### src/rtl/mult_div_unit_if.sv
// rtl/mult_div_unit_if.sv - start/busy/done handshake and HI/LO bus of mult_div_unit
// MTHI/MTLO write port exists only when HILO_WRITE_EN is defined.
interface mult_div_unit_if #(parameter int WIDTH = 32) ();
  logic             start_i;
  logic [1:0]       op_i;
  logic [WIDTH-1:0] operand_a_i;
  logic [WIDTH-1:0] operand_b_i;
  logic             busy_o;
  logic             done_o;
  logic             div_zero_o;
  logic [WIDTH-1:0] hi_o;
  logic [WIDTH-1:0] lo_o;
`ifdef HILO_WRITE_EN
  logic             hi_write_i;
  logic             lo_write_i;
  logic [WIDTH-1:0] write_data_i;
`endif

  modport master (
    output start_i, op_i, operand_a_i, operand_b_i,
`ifdef HILO_WRITE_EN
    output hi_write_i, lo_write_i, write_data_i,
`endif
    input  busy_o, done_o, div_zero_o, hi_o, lo_o
  );

  modport slave (
    input  start_i, op_i, operand_a_i, operand_b_i,
`ifdef HILO_WRITE_EN
    input  hi_write_i, lo_write_i, write_data_i,
`endif
    output busy_o, done_o, div_zero_o, hi_o, lo_o
  );
endinterface

### src/rtl/mult_div_unit.sv
// rtl/mult_div_unit.sv - iterative MULT/MULTU/DIV/DIVU unit with HI/LO registers
// Optional macro HILO_WRITE_EN adds MTHI/MTLO writes while idle.
module mult_div_unit #(
  parameter int WIDTH = 32
) (
  input  logic             clk_i,
  input  logic             rst_i,
  mult_div_unit_if.slave   bus
);
  localparam int CW = $clog2(WIDTH);
  localparam logic [CW-1:0] LAST = CW'(WIDTH - 1);

  typedef enum logic [2:0] {S_IDLE, S_LOAD, S_RUN, S_FIX, S_DONE} state_e;

  state_e             state_q, state_d;
  logic [1:0]         op_q, op_d;
  logic [WIDTH-1:0]   a_q, a_d;
  logic [WIDTH-1:0]   b_q, b_d;
  logic [2*WIDTH-1:0] acc_q, acc_d;
  logic [WIDTH:0]     rem_q, rem_d;
  logic [CW-1:0]      cnt_q, cnt_d;
  logic               neg_q, neg_d;
  logic               rneg_q, rneg_d;
  logic               dz_q, dz_d;
  logic [WIDTH-1:0]   hi_q, hi_d;
  logic [WIDTH-1:0]   lo_q, lo_d;

  logic               is_div, idle_like;
  logic               a_sgn, b_sgn;
  logic [WIDTH-1:0]   a_mag, b_mag;
  logic [WIDTH:0]     mul_sum;
  logic [WIDTH+1:0]   div_trial, div_diff;
  logic               div_neg;
  logic [2*WIDTH-1:0] prod_fix;
  logic [WIDTH-1:0]   quo_fix, rem_fix;

  assign is_div    = op_q[1];
  assign idle_like = (state_q == S_IDLE) || (state_q == S_DONE);
  assign a_sgn     = ~op_q[0] & a_q[WIDTH-1];
  assign b_sgn     = ~op_q[0] & b_q[WIDTH-1];
  assign a_mag     = a_sgn ? -a_q : a_q;
  assign b_mag     = b_sgn ? -b_q : b_q;

  // Multiply: acc holds {partial product, remaining multiplier bits}.
  assign mul_sum   = {1'b0, acc_q[2*WIDTH-1:WIDTH]} + (acc_q[0] ? {1'b0, a_q} : '0);

  // Divide: acc[WIDTH-1:0] shifts dividend bits out the top and quotient bits in the bottom.
  assign div_trial = {rem_q, acc_q[WIDTH-1]};
  assign div_diff  = div_trial - {2'b00, b_q};
  assign div_neg   = div_diff[WIDTH+1];

  assign prod_fix  = neg_q ? -acc_q : acc_q;
  assign quo_fix   = neg_q ? -acc_q[WIDTH-1:0] : acc_q[WIDTH-1:0];
  assign rem_fix   = rneg_q ? -rem_q[WIDTH-1:0] : rem_q[WIDTH-1:0];

  always_comb begin
    state_d = state_q;
    op_d    = op_q;
    a_d     = a_q;
    b_d     = b_q;
    acc_d   = acc_q;
    rem_d   = rem_q;
    cnt_d   = cnt_q;
    neg_d   = neg_q;
    rneg_d  = rneg_q;
    dz_d    = dz_q;
    hi_d    = hi_q;
    lo_d    = lo_q;

    case (state_q)
      S_IDLE, S_DONE: begin
        state_d = S_IDLE;
        if (bus.start_i) begin
          state_d = S_LOAD;
          op_d    = bus.op_i;
          a_d     = bus.operand_a_i;
          b_d     = bus.operand_b_i;
          dz_d    = 1'b0;
        end
      end
      S_LOAD: begin
        a_d    = a_mag;
        b_d    = b_mag;
        neg_d  = a_sgn ^ b_sgn;
        rneg_d = a_sgn;
        cnt_d  = '0;
        rem_d  = '0;
        acc_d  = {{WIDTH{1'b0}}, (is_div ? a_mag : b_mag)};
        if (is_div && (b_q == '0)) begin
          dz_d    = 1'b1;
          state_d = S_DONE;
        end else begin
          state_d = S_RUN;
        end
      end
      S_RUN: begin
        if (is_div) begin
          rem_d = div_neg ? div_trial[WIDTH:0] : div_diff[WIDTH:0];
          acc_d = {acc_q[2*WIDTH-1:WIDTH], acc_q[WIDTH-2:0], ~div_neg};
        end else begin
          acc_d = {mul_sum, acc_q[WIDTH-1:1]};
        end
        cnt_d = cnt_q + 1'b1;
        if (cnt_q == LAST) begin
          cnt_d   = '0;
          state_d = S_FIX;
        end
      end
      S_FIX: begin
        if (is_div) begin
          hi_d = rem_fix;
          lo_d = quo_fix;
        end else begin
          {hi_d, lo_d} = prod_fix;
        end
        state_d = S_DONE;
      end
      default: state_d = S_IDLE;
    endcase

`ifdef HILO_WRITE_EN
    if (idle_like && bus.hi_write_i) hi_d = bus.write_data_i;
    if (idle_like && bus.lo_write_i) lo_d = bus.write_data_i;
`endif
  end

  always_ff @(posedge clk_i) begin
    if (rst_i) begin
      state_q <= S_IDLE;
      op_q    <= '0;
      a_q     <= '0;
      b_q     <= '0;
      acc_q   <= '0;
      rem_q   <= '0;
      cnt_q   <= '0;
      neg_q   <= 1'b0;
      rneg_q  <= 1'b0;
      dz_q    <= 1'b0;
      hi_q    <= '0;
      lo_q    <= '0;
    end else begin
      state_q <= state_d;
      op_q    <= op_d;
      a_q     <= a_d;
      b_q     <= b_d;
      acc_q   <= acc_d;
      rem_q   <= rem_d;
      cnt_q   <= cnt_d;
      neg_q   <= neg_d;
      rneg_q  <= rneg_d;
      dz_q    <= dz_d;
      hi_q    <= hi_d;
      lo_q    <= lo_d;
    end
  end

  assign bus.busy_o     = (state_q == S_LOAD) || (state_q == S_RUN) || (state_q == S_FIX);
  assign bus.done_o     = (state_q == S_DONE);
  assign bus.div_zero_o = (state_q == S_DONE) && dz_q;
  assign bus.hi_o       = hi_q;
  assign bus.lo_o       = lo_q;
endmodule

### src/flat_wrapper.sv
// flat-port wrapper written by rule: the top's interface ports become plain ports
module mult_div_unit_flat 
#(
  parameter int WIDTH = 32
)
  (clk_i, rst_i, bus_start_i, bus_op_i, bus_operand_a_i, bus_operand_b_i, bus_busy_o, bus_done_o, bus_div_zero_o, bus_hi_o, bus_lo_o);
  mult_div_unit_if #(.WIDTH(WIDTH)) bus_i ();
  input  logic clk_i;
  input  logic rst_i;
  input wire logic [$bits(bus_i.start_i)-1:0] bus_start_i;
  input wire logic [$bits(bus_i.op_i)-1:0] bus_op_i;
  input wire logic [$bits(bus_i.operand_a_i)-1:0] bus_operand_a_i;
  input wire logic [$bits(bus_i.operand_b_i)-1:0] bus_operand_b_i;
  output wire logic [$bits(bus_i.busy_o)-1:0] bus_busy_o;
  output wire logic [$bits(bus_i.done_o)-1:0] bus_done_o;
  output wire logic [$bits(bus_i.div_zero_o)-1:0] bus_div_zero_o;
  output wire logic [$bits(bus_i.hi_o)-1:0] bus_hi_o;
  output wire logic [$bits(bus_i.lo_o)-1:0] bus_lo_o;
  assign bus_i.start_i = bus_start_i;
  assign bus_i.op_i = bus_op_i;
  assign bus_i.operand_a_i = bus_operand_a_i;
  assign bus_i.operand_b_i = bus_operand_b_i;
  assign bus_busy_o = bus_i.busy_o;
  assign bus_done_o = bus_i.done_o;
  assign bus_div_zero_o = bus_i.div_zero_o;
  assign bus_hi_o = bus_i.hi_o;
  assign bus_lo_o = bus_i.lo_o;
  mult_div_unit #(.WIDTH(WIDTH)) u_core (.clk_i(clk_i), .rst_i(rst_i), .bus(bus_i));
endmodule
### config.mk
export PLATFORM = sky130hd
export DESIGN_NAME = mult_div_unit_flat
export DESIGN_NICKNAME = d
export VERILOG_FILES = /design/src/rtl/mult_div_unit_if.sv /design/src/rtl/mult_div_unit.sv /design/src/flat_wrapper.sv
export SDC_FILE = /design/constraint.sdc
export NUM_CORES = 1
export LEC_CHECK = 0
export CORE_MARGIN = 4
export CORE_UTILIZATION = 35
export DETAILED_ROUTE_END_ITERATION = 8
export DONT_BUFFER_PORTS = 1
export GPL_TIMING_DRIVEN = 0
export PLACE_DENSITY_LB_ADDON = 0.2
export SYNTH_ARGS = -nofsm -noshare
export SYNTH_HDL_FRONTEND = slang
export SYNTH_SLANG_ARGS = --single-unit
### constraint.sdc
create_clock -name clk_i -period 4.58 [get_ports clk_i]
set_clock_uncertainty 0.2 [all_clocks]
set_input_delay 0.916 -clock clk_i [delete_from_list [all_inputs] [get_ports clk_i]]
set_output_delay 0.916 -clock clk_i [all_outputs]
set_load 0.02 [all_outputs]
## Word-level counts from Yosys, hierarchy flattened

Index checks and enable logic that the tools add are counted.

- Flip-flop bits (word level): 238
- Output and inout port bits: 67
- Bits of input ports: 69
- Word-level logic and storage cells: 77

- Add/sub/neg operators: 8
- Equality and inequality tests: 10
- Mux-type cells: 27
- Bitwise logic cells: 5
- Reductions and logical operators: 14

Operator list:

| cell | count |
|---|---|
| 32-bit 2-to-1 mux | 10 |
| 64-bit 2-to-1 mux | 2 |
| 32-bit negation | 4 |
| 32-bit one-hot mux with 2 select lines | 2 |
| 64-bit one-hot mux with 2 select lines | 1 |
| 33-bit 2-to-1 mux | 2 |
| 33-bit one-hot mux with 2 select lines | 1 |
| 64-bit negation | 1 |
| 34-bit by 32-bit subtractor with 34-bit output | 1 |
| 32-bit by 33-bit adder with 33-bit output | 1 |
| 32-bit logical NOT | 1 |
| 3-bit one-hot mux with 4 select lines | 1 |
| 5-bit one-hot mux with 2 select lines | 1 |
| 2-bit AND reduction | 4 |
| 3-bit by 2-bit == test with 1-bit output, second input constant | 2 |
| 3-bit 2-to-1 mux | 2 |
| 2-bit by 1-bit inequality test with 1-bit output, second input constant | 3 |
| 5-bit by 1-bit adder with 5-bit output, second input constant | 1 |
| 5-bit == test, second input constant | 1 |
| 5-bit 2-to-1 mux | 1 |
| 2-bit inequality test, second input constant | 2 |
| 2-bit nonzero test | 2 |
| 3-bit by 1-bit == test with 1-bit output, second input constant | 1 |
| 3-bit == test, second input constant | 1 |
| other kinds (10) | 16 |

## Logic depth before layout (Yosys ltp)

Gate-level depths: netlist of the first run.

- Depth after elaboration: 5
- Gate-level depth with buffers: 15
- Depth with buffers taken out: 14

## Worst setup path before layout of the first run

OpenSTA, ideal clock, no wires.

- Path type: register -> register
- From: register u_core.acc_q[0]
- To: register u_core.acc_q[58]
- Stages on the path, launching flop included: 14
- Buffers on the path: 1
- Arrival: 3.133 ns
- Setup time: 0.117 ns
- Setup slack: 1.130 ns
- Clock period less this slack: 3.450 ns
- Cells stage by stage: dfxtp_1 > clkbuf_1 > inv_1 > nor2_1 > ha_1 > a21o_1 > a21oi_1 > o31ai_1 > a31oi_1 > or4_1 > a31oi_1 > o21a_1 > o21ai_0 > a32o_1

- Word-level cells in the longest chain between the ends: 4

RTL lines:

| element | RTL line | RTL |
|---|---|---|
| start: declaration | mult_div_unit.sv:19 | `logic [2*WIDTH-1:0] acc_q, acc_d;` |
| start signal: assignment | mult_div_unit.sv:133 | `acc_q <= '0;` |
| start signal: assignment | mult_div_unit.sv:146 | `acc_q <= acc_d;` |
| 32-bit 2-to-1 mux | mult_div_unit.sv:45 | `assign mul_sum = {1'b0, acc_q[2*WIDTH-1:WIDTH]} + (acc_q[0] ? {1'b0, a_q} : '0);` |
| 32-bit by 33-bit adder with 33-bit output | mult_div_unit.sv:45 |  |
| 64-bit 2-to-1 mux | mult_div_unit.sv:97 | `if (is_div) begin` |
| 64-bit one-hot mux with 2 select lines | mult_div_unit.sv:70 | `case (state_q)` |

Every way passes these cells. The select of a mux whose other input is x is not followed.
A chain may end at the register's enable or synchronous reset.

## Worst setup path after layout of the first run

- From: register u_core.b_q[0]
- To: register u_core.rem_q[32]

- Word-level cells in the longest chain between the ends: 4

RTL lines:

| element | RTL line | RTL |
|---|---|---|
| start: declaration | mult_div_unit.sv:18 | `logic [WIDTH-1:0] b_q, b_d;` |
| start signal: assignment | mult_div_unit.sv:132 | `b_q <= '0;` |
| start signal: assignment | mult_div_unit.sv:145 | `b_q <= b_d;` |
| 34-bit by 32-bit subtractor with 34-bit output | mult_div_unit.sv:49 | `assign div_diff = div_trial - {2'b00, b_q};` |
| 33-bit 2-to-1 mux | mult_div_unit.sv:98 | `rem_d = div_neg ? div_trial[WIDTH:0] : div_diff[WIDTH:0];` |
| 33-bit 2-to-1 mux | mult_div_unit.sv:97 |  |
| 33-bit one-hot mux with 2 select lines | mult_div_unit.sv:70 |  |
| end signal: assignment | mult_div_unit.sv:147 | `rem_q <= rem_d;` |
| end: declaration | mult_div_unit.sv:20 | `logic [WIDTH:0] rem_q, rem_d;` |

Every way passes these cells. The select of a mux whose other input is x is not followed.

==> metrics.md, run 1 <==
| Metric | Value |
|---|---|
| Outcome | complete, no violations |
| Ports | 136 |
| Post-synth EDFFs | 0 |
| Insertion delay to the later sink of the worst-skew pair | 0.61 ns |
| Worst VDD drop | 0.273 mV |
| Ranking of synthesized cells by area | dfxtp_1 (29%), xnor2_1 (5.9%), nand2_1 (5.8%) |
| Most used DFF post-synth | dfxtp_1 |
| Number of global-route vias before repair | 16000 |
| Psw | 2100 µW |
| Area delta synth->final | 10.3% |
| Sw Share | 0.350 |
| Top cells by instance count after synthesis | nand2_1 (258), dfxtp_1 (238), nor2_1 (217) |
| Die span in x | 227 µm |
| Worst-path cell chain | ha_1 -> inv_1 -> fa_1 -> a211oi_1 -> o211ai_1 -> a221oi_1 -> o21a_1 -> o21ai_0 -> a221o_1 -> a31oi_1 -> a2bb2oi_1 -> nand3_1 |
| Share of flip-flops with an asynchronous set or reset | 0 |
| PD cells | 325 nW/µm² |
| Maxcap violations | 0 |
| Synthesized area | 16700 µm² |
| CTS Buffer Depth | 3 |
| Worst reg2reg path startpoint | u_core.b_q[0] |
| Critical Path AT | 4.63 ns |
| Seq pwr share | 0.383 |
| CTS buffer count | 30 |
| Total gr overflow | 0 |
| Pleak | 0.00660 µW |
| Avg Vias per Cell | 6.01 |
| Via count | 17300 |
| Fillers | 4972 |
| Clock power share | 0.385 |
| Worst-path clk slew | 0.06 ns |
| Hold WC Path Type | in2reg |
| Post-synthesis register bit count | 238 |
| Port Buffer Count | 0 |
| H-tree depth | 1 |
| Fin. max-slew vios | 0 |
| Row cnt | 79 |
| Crit-path max cell delay | 0.65 ns |
| Post-Syn Instances | 2202 |
| Initial Utilization | 0.357 |
| Ratio of cells with drive above 1 in the final layout | 0.0359 |
| Area leader, netlist | dfxtp_1 |
| Setup violators final | 0 |
| Worst EP required | 4.87 ns |
| DRT Pass-1 Iters | 6 |
| Worst setup path class | reg2reg |
| Slowest cell on crit path | a221oi_1 |
| Final layout net count | 2375 |
| Core ar. | 46900 µm² |
| RSZ-0062 raised after global routing | false |
| Register area share after synthesis | 0.285 |
| Post-route ant nets | 0 |
| First-pass GRT wire length | 105 mm |
| Cell Int Power | 3890 µW |
| Slew of the pin with the lowest slew margin | 1.31 ns |
| Die ar. | 51300 µm² |
| Initial antenna violation count | 12 |
| Post-detail-place hpwl | 57.0 mm |
| Crit path capture type | flip-flop |
| Fin crit share | 0.949 |
| Worst slew margin | 0.122 |
| Post-Syn Nets | 2343 |
| Die H | 227 µm |
| Most common cell in the netlist | nand2_1 |
| CP Launch Point | u_core.b_q[0] |
| Final Hold Fails | 0 |
| Yosys top cell area share | 0.285 |
| Syn Area/Cell | 7.59 µm² |
| Final TNS setup | 0 ns |
| Syn. warnings | 0 |
| CTS tree | yes |
| Hold Startpoint | bus_operand_b_i[0] |
| CP max FO | 7 |
| RePlAce Congestion | 0.977 |
| Post-synth cell types | 76 |
| Min Tclk post-route | 4.35 ns |
| CP Launch Type | flip-flop |
| Worst hold slack | 0.241 ns |
| Root Driver | clkbuf_16 |
| # clock sinks | 238 |
| Gr usage total | 0.267 |
| Highest clock rate | 0.230 GHz |
| Routed wire per std cell | 24.9 µm |
| Combinational Power Share | 0.232 |
| Largest net degree at the start of global routing | 16 |
| Setup Fix Bufs, Post-CTS | 0 |
| Iteration-0 DRC count of the detailed router | 2056 |
| Final WL | 71.4 mm |
| Hold buffers post-CTS | 0 |
| Residual DRC | 0 |
==> cell families after synthesis <==
family | share of synthesized area
xor gates and xnor gates | 0.106
buffers and inverters | 0.0505
DFF | 0.285
and+or+nand+nor | 0.199
adders and majority gates | 0.0548
AOI/OAI and AO/OA | 0.268
muxes | 0.0373
==> metrics by stage <==
step,std cells,utilization,total power (µW),setup WS (ns),instance area (µm²)
final,2873,0.393,5990,0.234,18400
after global routing,2867,0.393,6200,0.0315,18400
after CTS,2865,0.393,5970,0.102,18400
after detailed placement,2809,0.373,3680,-0.0866,17500
after global placement,2809,0.373,3670,-0.0315,17500
after floorplan,2202,-,3230,1.13,16700
==> power groups by stage <==
stage / combinational (µW) / clock, µW / sequential, µW
after global placement: 1340 / 0 / 2330
after CTS: 1360 / 2330 / 2290
after detailed placement: 1350 / 0 / 2330
final: 1390 / 2300 / 2300
after floorplan: 950 / 0 / 2280
after global routing: 1490 / 2400 / 2300
==> layer usage <==
| layer | part of all wire | up-vias | wire length [µm] | track usage |
|---|---|---|---|---|
| li1 | - | 8066 | - | - |
| met1 | 0.44 | 8276 | 31300 | 0.368 |
| met2 | 0.43 | 768 | 30900 | 0.414 |
| met3 | 0.086 | 138 | 6140 | 0.0574 |
| met4 | 0.043 | 8 | 3060 | 0.0941 |
| met5 | 0.00066 | - | 47 | 0 |
==> critical path, delay by kind of cell (launching register included) <==
family | cells | cell delay (ns)
compound gates | 8 | 2.62
fa+ha+maj | 2 | 0.67
flops | 1 | 0.57
simple gates | 1 | 0.10
buf+inv | 1 | 0.06
==> timing repair <==
action	CTS	global route
pin swaps	0	0
gates resized for setup	1	5
endpoints found under the setup margin	3	13
==> worst paths after layout <==
check / to / slack (ns) / depth (start not counted)
worst min-delay path: u_core.b_q[0] / 0.24 / 2
worst max-delay path: u_core.rem_q[32] / 0.23 / 12
worst min register to register: u_core.b_q[25] / 0.28 / 2
worst max register to register: u_core.rem_q[32] / 0.23 / 12
==> state kept, by name, indices dropped and copies added, names as in the netlist <==
| register | cells |
|---|---|
| u_core.acc_q | 64 |
| u_core.rneg_q | 1 |
| u_core.bus.lo_o | 32 |
| u_core.rem_q | 33 |
| u_core.dz_q | 1 |
| u_core.cnt_q | 5 |
| u_core.b_q | 32 |
| u_core.a_q | 32 |
| u_core.state_q | 3 |
| u_core.bus.hi_o | 32 |
| u_core.neg_q | 1 |
| u_core.op_q | 2 |
==> placed cells by master, fill, tap and decap left out, types with 30 or more instances in the layout <==
| cell | count |
|---|---|
| nand2_1 | 258 |
| dfxtp_1 | 238 |
| nor2_1 | 217 |
| o21ai_0 | 174 |
| a21oi_1 | 173 |
| clkbuf_1 | 144 |
| xnor2_1 | 113 |
| xor2_1 | 89 |
| a211oi_1 | 74 |
| ha_1 | 70 |
| inv_1 | 68 |
| mux2i_1 | 60 |
| nand3_1 | 42 |
| nor3_1 | 36 |
| o31ai_1 | 36 |
| a22oi_1 | 32 |
| and2_1 | 31 |
| clkbuf_16 | 30 |
==> area by class of cell <==
cell class	count	area, µm²	share of cell area
diodes	8	20.0	0.00109
plain buffers	152	591	0.0320
clock buffers	46	861	0.0467
clock inverters	10	71.3	0.00387
inverters	68	255	0.0138
multi-input cells	1744	11100	0.603
flip-flops and latches	238	4760	0.258
well taps	607	759	0.0412
Power figures use the tool's default switching activity.
==> run 2, diff against run 1 <==
--- a/config.mk
+++ b/config.mk
@@ -5,6 +5,7 @@
 export SDC_FILE = /design/constraint.sdc
 export NUM_CORES = 1
 export LEC_CHECK = 0
+export CORE_ASPECT_RATIO = 1.25
 export CORE_MARGIN = 4
 export CORE_UTILIZATION = 35
 export DETAILED_ROUTE_END_ITERATION = 8
==> run 2 against run 1 <==
Combinational power about the same; sequential share of layout area down 0.091 points; non-clock buffer count up 1; first-iteration DRC count down 29%; largest power group is now clock; critical path type unchanged; worst hold slack better by 0.025 ns; design area up 0.35%; register-to-register slack better by 0.02 ns; critical endpoint is now u_core.acc_q[62]; worst setup slack better by 0.018 ns; sequential power about the same.
==> metrics.md, run 2 (synthesis gave the netlist of run 1 again) <==
| Metric | Value |
|---|---|
| Outcome | complete, no violations |
| CTS tree | yes |
| Via count | 17000 (-1.2%) |
| Setup violators final | 0 (unchanged) |
| Clock power share | 0.395 (+0.010) |
| Slew of the pin with the lowest slew margin | 1.24 ns (-0.0694 ns) |
| Fillers | 4977 (+0.10%) |
| Root Driver | clkbuf_16 |
| Post-route ant nets | 0 (unchanged) |
| DRT Pass-1 Iters | 5 (-1) |
| Psw | 2100 µW (-0.14%) |
| Min Tclk post-route | 4.33 ns (-0.0176 ns) |
| Area of the multi-input gates | 11100 µm² (about the same) |
| Maxcap violations | 0 (unchanged) |
| Final WL | 72.6 mm (+1.7%) |
| Hold WC Path Type | in2reg |
| Combinational Power Share | 0.230 (-0.002) |
| Worst slew margin | 0.169 (+0.0466) |
| CTS buffer count | 28 (-6.7%) |
| Largest net degree at the start of global routing | 15 (-1) |
| Worst EP required | 4.87 ns (about the same) |
| Fin. max-slew vios | 0 (unchanged) |
| Hold buffers post-CTS | 0 (unchanged) |
| Worst setup path class | reg2reg |
| H-tree depth | 1 (unchanged) |
| RSZ-0062 raised after global routing | false |
| Routed wire per std cell | 25.1 µm (+0.92%) |
| Die H | 252 µm (+11%) |
| Fin crit share | 0.945 (-0.00385) |
| Crit path capture type | flip-flop |
| Post-detail-place hpwl | 58.4 mm (+2.4%) |
| CP max FO | 10 (+3) |
| Most common cell after layout, fill and taps aside | nand2_1 |
| PD cells | 329 nW/µm² (+1.3%) |
| Reg with most FFs | u_core.acc_q |
| Initial antenna violation count | 7 (-5) |
| Pleak | 0.00660 µW (about the same) |
| Largest registers | u_core.acc_q x64, u_core.rem_q x33 |
| Highest clock rate | 0.231 GHz (+0.41%) |
| RePlAce Congestion | 0.939 (-3.9%) |
| Die ar. | 51300 µm² (about the same) |
| Most frequent cells in the layout | nand2_1 (258), dfxtp_1 (238), nor2_1 (217) |
| Setup WS post-layout | 0.252 ns (+0.0176 ns) |
| Final layout net count | 2374 (-0.042%) |
| Area delta synth->final | 10.7% |
| Cell Int Power | 3990 µW (+2.6%) |
| Seq pwr share | 0.376 (-0.007) |
| Residual DRC | 0 (unchanged) |
| Critical Path AT | 4.62 ns (about the same) |
| Port Buffer Count | 0 (unchanged) |
| Avg Vias per Cell | 5.89 (-2.0%) |
| First-pass GRT wire length | 106 mm (+1.7%) |
| Sw Share | 0.344 (-0.00624) |
| Worst-path clk slew | 0.07 ns (about the same) |
| Core ar. | 47200 µm² (+0.77%) |
| Gr usage total | 0.271 (+0.00385) |
| Initial Utilization | 0.354 (-0.00274) |
| Ratio of cells with drive above 1 in the final layout | 0.0364 (+0.000507) |
| Row cnt | 89 (+13%) |
| Final Hold Fails | 0 (unchanged) |
| Register area | 4760 µm² (unchanged) |
| Worst VDD drop | 0.310 mV (+13%) |
| Total gr overflow | 0 (unchanged) |
| CTS Buffer Depth | 3 (unchanged) |
| Setup WS pre-CTS | -0.246 ns (-0.160 ns) |
| Overall power | 6090 µW (+1.7%) |
| Die span in x | 203 µm (-10%) |
| # clock sinks | 238 (unchanged) |
| Insertion delay to the later sink of the worst-skew pair | 0.59 ns (-0.02 ns) |
| Iteration-0 DRC count of the detailed router | 1456 (-29%) |
| CP Launch Type | flip-flop |
| Ports | 136 (unchanged) |
| Number of global-route vias before repair | 16200 (+1.7%) |
| Max FFs per register | 64 (unchanged) |
==> run 2: final cells by class <==
| type | instances | area share |
|---|---|---|
| buffer | 152 | 0.0319 |
| multi-input combinational | 1744 | 0.601 |
| tap | 637 | 0.0431 |
| clock buffer | 41 | 0.0438 |
| sequential | 238 | 0.258 |
| timing repair buffer | 1 | 0.000271 |
| antenna | 4 | 0.000541 |
| clock inverter | 10 | 0.00798 |
| inverter | 68 | 0.0138 |
==> run 2: power groups by stage <==
stage,Sequential (µW),Combinational [µW],Clock (µW)
2_1_floorplan,2280,950,0
5_1_grt,2300,1520,2510
3_5_place_dp,2330,1370,0
3_3_place_gp,2330,1360,0
4_1_cts,2280,1380,2440
6_report,2290,1400,2400
==> run 2: path summary, 6_finish.rpt <==
path,start,endpoint,slack [ns],cells after the start
max,u_core.acc_q[0],u_core.acc_q[62],0.25,12
min,bus_operand_a_i[0],u_core.a_q[0],0.27,2
max reg2reg,u_core.acc_q[0],u_core.acc_q[62],0.25,12
min reg2reg,u_core.a_q[30],u_core.a_q[30],0.28,2
==> run 2: worst max-delay path: stages (launching register included) <==
cell and delay (ns):
dfxtp_1 0.45, clkbuf_1 0.25, and2_1 0.33, ha_1 0.36
a21o_1 0.23, a21o_1 0.17, a221o_1 0.29, a31oi_1 0.34
or4_1 0.25, a31oi_2 0.18, o41ai_1 0.58, or3b_2 0.49
o211ai_1 0.10
==> run 2: what timing repair did <==
item	4_1_cts	5_1_grt
setup endpoints to repair	6	14
buffers inserted	0	0
gates resized for setup	3	5
cloned	0	0
==> run 2: routing by layer <==
layer  GRT usage  vias up  routed length (µm)
met1       0.329     8221               29000
met3      0.0492      143                4900
li1            -     8058                   -
met5           0        -                  28
met4       0.130        4                4110
met2       0.464      615               34600
==> run 2: through the flow <==
| stage | area, µm² | cells | util | hold WS (ns) | setup TNS (ns) |
|---|---|---|---|---|---|
| after global placement | 17500 | 2839 | 0.371 | 0.267 | -1.09 |
| after global routing | 18500 | 2892 | 0.392 | 0.273 | 0 |
| after floorplan | 16700 | 2202 | - | 0.249 | 0 |
| final | 18500 | 2895 | 0.392 | 0.266 | 0 |
| after detailed placement | 17500 | 2840 | 0.371 | 0.274 | -0.831 |
| after CTS | 18500 | 2891 | 0.391 | 0.241 | 0 |
==> run 3, diff against run 2 <==
--- a/config.mk
+++ b/config.mk
@@ -12,6 +12,7 @@
 export DONT_BUFFER_PORTS = 1
 export GPL_TIMING_DRIVEN = 0
 export PLACE_DENSITY_LB_ADDON = 0.2
+export SLEW_MARGIN = 20
 export SYNTH_ARGS = -nofsm -noshare
 export SYNTH_HDL_FRONTEND = slang
 export SYNTH_SLANG_ARGS = --single-unit
==> run 3 against run 2 <==
Non-clock buffer count is 1 lower; cell count hardly changed; sequential power hardly changed; fmax is 1.3% lower; worst setup slack worse by 0.058 ns; core utilization is 0.14 points higher; critical path depth is 1 higher; critical endpoint unchanged; largest cell class unchanged.
==> metrics.md, run 3 (synthesis gave the netlist of run 1 again) <==
| Metric | Value |
|---|---|
| Register area | 4760 µm² (unchanged) |
| Worst VDD drop | 0.315 mV (+1.7%) |
| Worst-path cell chain | clkbuf_2 -> inv_1 -> nor2_1 -> ha_1 -> a21o_1 -> a21oi_1 -> o31ai_2 -> a31oi_1 -> or4_1 -> a31oi_1 -> o41ai_1 -> or3b_2 -> o211ai_1 |
| Worst EP required | 4.81 ns (-0.06 ns) |
| Final WL | 72.7 mm (about the same) |
| RePlAce Congestion | 0.939 (unchanged) |
| Area of the multi-input gates | 11100 µm² (about the same) |
| Initial Utilization | 0.354 (unchanged) |
| Residual DRC | 0 (unchanged) |
| Kind of cell adding the most delay to the critical path | compound AO/OA/AOI/OAI gates |
| Critical Path AT | 4.62 ns (about the same) |
| Hold Startpoint | bus_operand_a_i[0] |
| Outcome | complete, no violations |
| Fillers | 5010 (+0.66%) |
| Crit path capture type | flip-flop |
| Most common cell after layout, fill and taps aside | nand2_1 |
| Setup WS pre-CTS | -0.182 ns (+0.0640 ns) |
| Highest clock rate | 0.228 GHz (-1.3%) |
| Area after DPL | 17500 µm² (unchanged) |
| Iteration-0 DRC count of the detailed router | 1601 (+10%) |
| First-pass GRT wire length | 106 mm (-0.34%) |
| Number of global-route vias before repair | 16300 (+0.20%) |
| Insertion delay to the later sink of the worst-skew pair | 0.59 ns (about the same) |
| Maxcap violations | 0 (unchanged) |
| Worst-path clk slew | 0.07 ns (about the same) |
| Setup WS post-layout | 0.194 ns (-0.0576 ns) |
| CP Launch Point | u_core.acc_q[0] |
| Pleak | 0.00663 µW (+0.48%) |
| RSZ-0062 raised after global routing | false |
| Ratio of cells with drive above 1 in the final layout | 0.0386 (+0.00218) |
| Slowest cell on crit path | or4_1 |
| CP Launch Type | flip-flop |
| CTS buffer count | 29 (+3.6%) |
| CP dominant cell by count | a31oi_1 |
| Root Driver | clkbuf_16 |
| Via count | 17100 (+0.28%) |
| Setup violators final | 0 (unchanged) |
| Largest registers | u_core.acc_q x64, u_core.rem_q x33 |
| CTS Buffer Depth | 3 (unchanged) |
| Area delta synth->final | 11.1% |
| Post-detail-place hpwl | 58.4 mm (about the same) |
| Setup Fix Bufs, Post-CTS | 0 (unchanged) |
| Most frequent cells in the layout | nand2_1 (258), dfxtp_1 (238), nor2_1 (217) |
| Die H | 252 µm (unchanged) |
| Row cnt | 89 (unchanged) |
| Avg Vias per Cell | 5.90 (+0.32%) |
| Initial antenna violation count | 6 (-1) |
| Hold buffers post-CTS | 0 (unchanged) |
| Crit-path max cell delay | 0.64 ns (+0.06 ns) |
| H-tree depth | 1 (unchanged) |
| Worst reg2reg path startpoint | u_core.acc_q[0] |
| DRT Pass-1 Iters | 6 (+1) |
| Final Hold Fails | 0 (unchanged) |
| Worst path bufs/invs | 2 (+1) |
| Min Tclk post-route | 4.39 ns (+0.0576 ns) |
| Die span in x | 203 µm (unchanged) |
| Placed insts | 2839 (-0.035%) |
| # clock sinks | 238 (unchanged) |
| Fin crit share | 0.958 (+0.0126) |
| Routed wire per std cell | 25.1 µm (+0.13%) |
| CP max FO | 10 (unchanged) |
| Finished Layout Cells | 2894 (-0.035%) |
| Worst slew margin | 0.253 (+0.0842) |
| Reg with most FFs | u_core.acc_q |
| Port Buffer Count | 0 (unchanged) |
| Largest net degree at the start of global routing | 15 (unchanged) |
| Core ar. | 47200 µm² (unchanged) |
| CTS tree | yes |
| Final layout net count | 2374 (unchanged) |
| Die ar. | 51300 µm² (unchanged) |
| Fin. max-slew vios | 0 (unchanged) |
| Slew of the pin with the lowest slew margin | 1.11 ns (-0.127 ns) |
| Max FFs per register | 64 (unchanged) |
| Total gr overflow | 0 (unchanged) |
| Hold WC Path Type | in2reg |
| PD cells | 335 nW/µm² (+1.7%) |
| Gr usage total | 0.270 (-0.00118) |
| Post-route ant nets | 0 (unchanged) |
| Ports | 136 (unchanged) |
| Worst setup path class | reg2reg |
| Area of all placed cells without fillers | 18600 µm² (+0.35%) |
==> run 3: worst reg2reg max path, stage by stage (launching register included) <==
cell,delay [ns]
dfxtp_1,0.45
clkbuf_2,0.32
inv_1,0.22
nor2_1,0.19
ha_1,0.19
a21o_1,0.12
a21oi_1,0.12
o31ai_2,0.52
a31oi_1,0.29
or4_1,0.64
a31oi_1,0.46
o41ai_1,0.21
or3b_2,0.23
o211ai_1,0.08
==> run 3: repair_timing <==
item	CTS	global route
endpoints found under the setup margin	5	18
resized for setup	3	5
cloned	0	0
==> run 3: final cells by class <==
cell class	instances	share of cell area
Clock inverter	12	0.00977
Tap cell	637	0.0429
Clock buffer	42	0.0455
Multi-Input combinational cell	1744	0.599
Sequential cell	238	0.257
Inverter	68	0.0137
Buffer	152	0.0318
Antenna cell	1	0.000135
==> run 3: power by group <==
part / internal, µW / total, µW / switching, µW
Clock: 1510 / 2530 / 1020
Combinational: 445 / 1400 / 957
Sequential: 2160 / 2290 / 133
Total: 4110 / 6220 / 2110
==> run 3: path summary, 6_finish.rpt <==
check / to / slack, ns / cells past startpoint
setup / recovery: u_core.acc_q[62] / 0.19 / 13
hold / removal: u_core.a_q[0] / 0.26 / 2
setup reg to reg: u_core.acc_q[62] / 0.19 / 13
hold reg to reg: u_core.b_q[25] / 0.29 / 2
==> run 3: per-stage QoR <==
step	setup TNS, ns	hold slack, ns	total power [µW]	util
2_1_floorplan	0	0.249	3230	-
3_3_place_gp	-1.09	0.267	3690	0.371
3_5_place_dp	-0.590	0.275	3700	0.371
4_1_cts	0	0.239	6210	0.393
5_1_grt	0	0.278	6440	0.393
6_report	0	0.264	6220	0.393
==> run 3: metal layers <==
layer,vias to the layer above,global-route usage,wire length [µm]
met5,-,0,29
met3,156,0.0447,5090
met2,671,0.463,34500
met1,8210,0.331,29000
li1,8046,-,-
met4,6,0.126,4060
